### src/rtl/vco_phase_gen.sv
// Digital stand-in for an 11-stage ring-oscillator VCO: a fractional step
// accumulator drives a Johnson-coded ring phase plus a cumulative step count.
module vco_phase_gen #(
  parameter int PHASE_WIDTH = 11,
  parameter int FCW_WIDTH   = 12,
  parameter int FRAC_BITS   = 8,
  parameter int CNT_WIDTH   = 32
) (
  input  logic                   clk,
  input  logic                   rst,
  input  logic                   enable_in,
  input  logic                   fcw_load_in,
  input  logic [FCW_WIDTH-1:0]   fcw_in,
  output logic [PHASE_WIDTH-1:0] phase_out,
  output logic [3:0]             steps_out,
  output logic [CNT_WIDTH-1:0]   step_count_out,
  output logic                   fcw_sat_out
);

  localparam int S_W = $clog2(2 * PHASE_WIDTH);
  localparam int T_W = FRAC_BITS + 4;
  // Clamp keeps each step below half the ring so the phase readout cannot alias.
  localparam logic [FCW_WIDTH-1:0] FCW_MAX  = FCW_WIDTH'((PHASE_WIDTH - 1) << FRAC_BITS);
  localparam logic [S_W:0]         RING_LEN = (S_W + 1)'(2 * PHASE_WIDTH);
  localparam logic [S_W-1:0]       N_S      = S_W'(PHASE_WIDTH);

  logic [S_W-1:0]         s;
  logic [FRAC_BITS-1:0]   frac;
  logic [FCW_WIDTH-1:0]   fcw_reg;
  logic [T_W-1:0]         t;
  logic [3:0]             steps;
  logic [S_W:0]           s_sum;
  logic [S_W-1:0]         s_next;
  logic [PHASE_WIDTH-1:0] phase_next;

  always_comb begin
    t          = T_W'(frac) + T_W'(fcw_reg);
    steps      = t[T_W-1:FRAC_BITS];
    s_sum      = {1'b0, s} + (S_W + 1)'(steps);
    s_next     = (s_sum >= RING_LEN) ? S_W'(s_sum - RING_LEN) : S_W'(s_sum);
    phase_next = '0;
    // First half of the ring fills ones from bit 0; second half drains them.
    for (int i = 0; i < PHASE_WIDTH; i++) begin
      if (s_next < N_S) begin
        phase_next[i] = (S_W'(i) < s_next);
      end else begin
        phase_next[i] = (S_W'(i) >= (s_next - N_S));
      end
    end
  end

  always_ff @(posedge clk) begin
    if (!rst) begin
      s              <= '0;
      frac           <= '0;
      fcw_reg        <= '0;
      phase_out      <= '0;
      steps_out      <= '0;
      step_count_out <= '0;
      fcw_sat_out    <= 1'b0;
    end else begin
      fcw_sat_out <= fcw_load_in && (fcw_in > FCW_MAX);
      if (fcw_load_in) begin
        fcw_reg <= (fcw_in > FCW_MAX) ? FCW_MAX : fcw_in;
      end
      // Accumulate uses the pre-edge fcw_reg, so a same-edge load applies next time.
      if (enable_in) begin
        frac           <= t[FRAC_BITS-1:0];
        s              <= s_next;
        phase_out      <= phase_next;
        steps_out      <= steps;
        step_count_out <= step_count_out + CNT_WIDTH'(steps);
      end
    end
  end

endmodule

### config.mk
export PLATFORM = sky130hd
export DESIGN_NAME = vco_phase_gen
export DESIGN_NICKNAME = d
export VERILOG_FILES = /design/src/rtl/vco_phase_gen.sv
export SDC_FILE = /design/constraint.sdc
export NUM_CORES = 1
export LEC_CHECK = 0
export CORE_ASPECT_RATIO = 1.1
export CORE_MARGIN = 4
export CORE_UTILIZATION = 50
export DETAILED_ROUTE_END_ITERATION = 10
export HOLD_SLACK_MARGIN = 0.12
export PLACE_DENSITY = 0.86
export SYNTH_ARGS = -nofsm -noshare
export SYNTH_HDL_FRONTEND = slang
export SYNTH_SLANG_ARGS = --single-unit
### constraint.sdc
create_clock -name clk -period 9.9 [get_ports clk]
set_input_delay 2.97 -clock clk [delete_from_list [all_inputs] [get_ports clk]]
set_output_delay 2.97 -clock clk [all_outputs]
set_load 0.005 [all_outputs]
==> metrics <==
status finished clean; Total GRT Usage a little over a fifth; Starting DRT DRC Count roughly 300; sequential cell area fraction in the yosys report between 30 and 40%; CP endpoint kind register; RSZ-0062 raised after global routing no; CTS Root Buffer Type clkbuf_8; total grt overflow 0; Buffers on Ports 63; post-synthesis register bit count 73; Placer Congestion 0.954; drt wl/cell 15.3 um; placed cells 674; Slew headroom between 30 and 40%; vias per cell 5.75; fin nets between 600 and 700; clock sinks 73; CTS buffer count 9; share of the synthesized area in the top cell type 34.1%; worst skew pair latency 350 ps; Leakage 0.00202 uW; setup_tns 0 ps; Worst Hold Slack 494 ps; Max Clk Rate 156 MHz; crit start category register; Cells after Synth 524; IO Count 64; Final Hold Vio Count 0; CP arrival ~6700 ps; PostCTS Resize Cnt 0; Die X 96.3 um; hpwl dp approximately 7.7 mm; Layout area overhead 20.1%; Post-synth EDFFs 0; cts-stage hold buffer count 0; WS Path Type register to register; Clk pin slew, worst setup/hold paths 80 ps; max-slew violations 0; first-pass GRT wire length roughly 18 mm; Tmin final 6430 ps; CP Max Fanout 13; Tcrit/Tclk final roughly 65%; die height 105 um; Net Count, Synth 564; pwr dens approximately 140 mW/mm^2; DRC viols 0; vias in the first global route 3849; Synth area leaders dfxtp_1 (34%), nor2_1 (6.7%), ha_1 (6.1%); Clock Skew 7.72 ps; total power 712 uW; floorplan core area 0.00836 mm^2; CTS HTree Levels 3; Tightest Pin Transition about 960 ps; yosys warns 0; final setup fails 0; Post-DRT Antenna Nets 0; vias a little under 4000; first drt pass iteration count 5; number of cell rows 35; TritonCTS clock tree built; Synth cell types 60; Non-Filler Instances 690; worst hold path class register to register; Post-Syn Area 0.00429 mm^2; Largest register FFs 32; WP data required 10130 ps; Async SR Flop Fraction 0%; initial antenna violation count 0; Clock Tree Buf Depth 2; Post-synth top flop dfxtp_1; FILL cells 689; layout cells sized above 1 5.18%; post-CTS setup buffer count 0; Initial Util 51.2%; Synth area leader dfxtp_1; mean post-synth cell area 8.18 um^2; max cap viols 0; pin count of the biggest net entering global routing 44; ANT cells 0; die area 0.0101 mm^2; detailed-route wire length 10.6 mm; peak supply drop 0.0935 mV
Yosys cell counts (6+ instances only):
library cell	number
nor3_1	9
xnor2_1	24
mux2i_1	11
dfxtp_1	73
xor2_1	15
and3_1	15
nand2_1	28
a21o_1	6
clkbuf_1	17
ha_1	21
nor2b_1	12
o21ai_0	30
a21oi_1	43
a31oi_1	9
nor2_1	77
a211oi_1	8
nand3_1	23
o21bai_1	6
inv_1	18
or3_1	7
metrics by stage:
step / utilization (%) / instance area (um^2) / worst slack [ps]
4_1_cts: 61.6 / 5150 / 3600
6_report: 61.6 / 5150 / 3470
5_1_grt: 61.6 / 5150 / 2990
3_5_place_dp: 59.2 / 4950 / 3650
2_1_floorplan: - / 4290 / 4510
3_3_place_gp: 59.2 / 4950 / 3770
placed cells by master (no fill, tap or decap), types with 4 or more instances in the layout:
cell / instances
xor2_1: 15
nor4_1: 5
o21bai_1: 6
nor2b_1: 12
o21ai_0: 30
nand2_1: 28
xnor2_1: 24
dfxtp_1: 73
buf_4: 4
clkbuf_8: 9
ha_1: 21
a211oi_1: 8
o21a_1: 4
inv_1: 18
a32o_1: 4
a31oi_1: 9
clkdlybuf4s50_1: 63
mux2i_1: 11
and3_1: 15
a21o_1: 6
nor2_1: 77
nand3_1: 23
a21oi_1: 43
nor3_1: 9
or3_1: 7
cells by family after synthesis:
kind of cell,share of synthesized area [%]
AO/OA/AOI/OAI,20.8
adder cells (fa/ha/maj),7.53
XOR/XNOR,8.35
multiplexers,3.71
buffers and inverters,4.73
flip-flops,34.1
AND/OR/NAND/NOR,20.7
worst max-delay path: stages, from the launching register on:
cell and delay [ps]:
dfxtp_1 320, ha_1 220, fa_1 420, a21o_1 170, a21oi_1 210, o21bai_1 100
a21oi_1 230, o21bai_1 100, a21oi_1 240, xnor2_1 240, ha_1 250, inv_1 60
fa_1 540, clkinv_1 250, a211oi_1 370, a211oi_2 80, or2_1 380, xnor2_1 340
inv_1 170, ha_1 380, nor2_1 220, mux2i_1 110, mux2i_1 160, a32o_1 340
a221oi_1 110, a2111oi_0 310
power by group:
part	switching (uW)	internal (uW)
Combinational	93.6	69.5
Clock	114	117
Sequential	10.5	307
final timing paths:
check                           startpoint           end  slack, ps  depth (start not counted)
worst max-delay path               frac[0]  phase_out[1]       3470                         25
worst min-delay path                  s[3]          s[3]        490                          2
worst max register to register     frac[0]  phase_out[1]       3470                         25
worst min register to register        s[3]          s[3]        490                          2
routing by layer:
metal  vias to the layer above  routed length [um]  share of wire, %  track usage, %
met4                         0                 202               1.9            6.61
li1                       1960                   -                 -               -
met2                       139                5130                49            34.9
met5                         -                   0                 0               0
met1                      1846                4600                44            28.2
met3                        20                 628               5.9            4.61
cell type report:
class / instances / area, um^2 / share of cell area [%]
repair buffers: 67 / 661 / 12.8
clock buffers: 10 / 128 / 2.48
clock inverters: 6 / 67.6 / 1.31
inverters: 19 / 71.3 / 1.39
multi-input cells: 404 / 2620 / 50.9
flip-flops and latches: 73 / 1460 / 28.4
well taps: 111 / 139 / 2.70
Power figures use the tool's default switching activity.
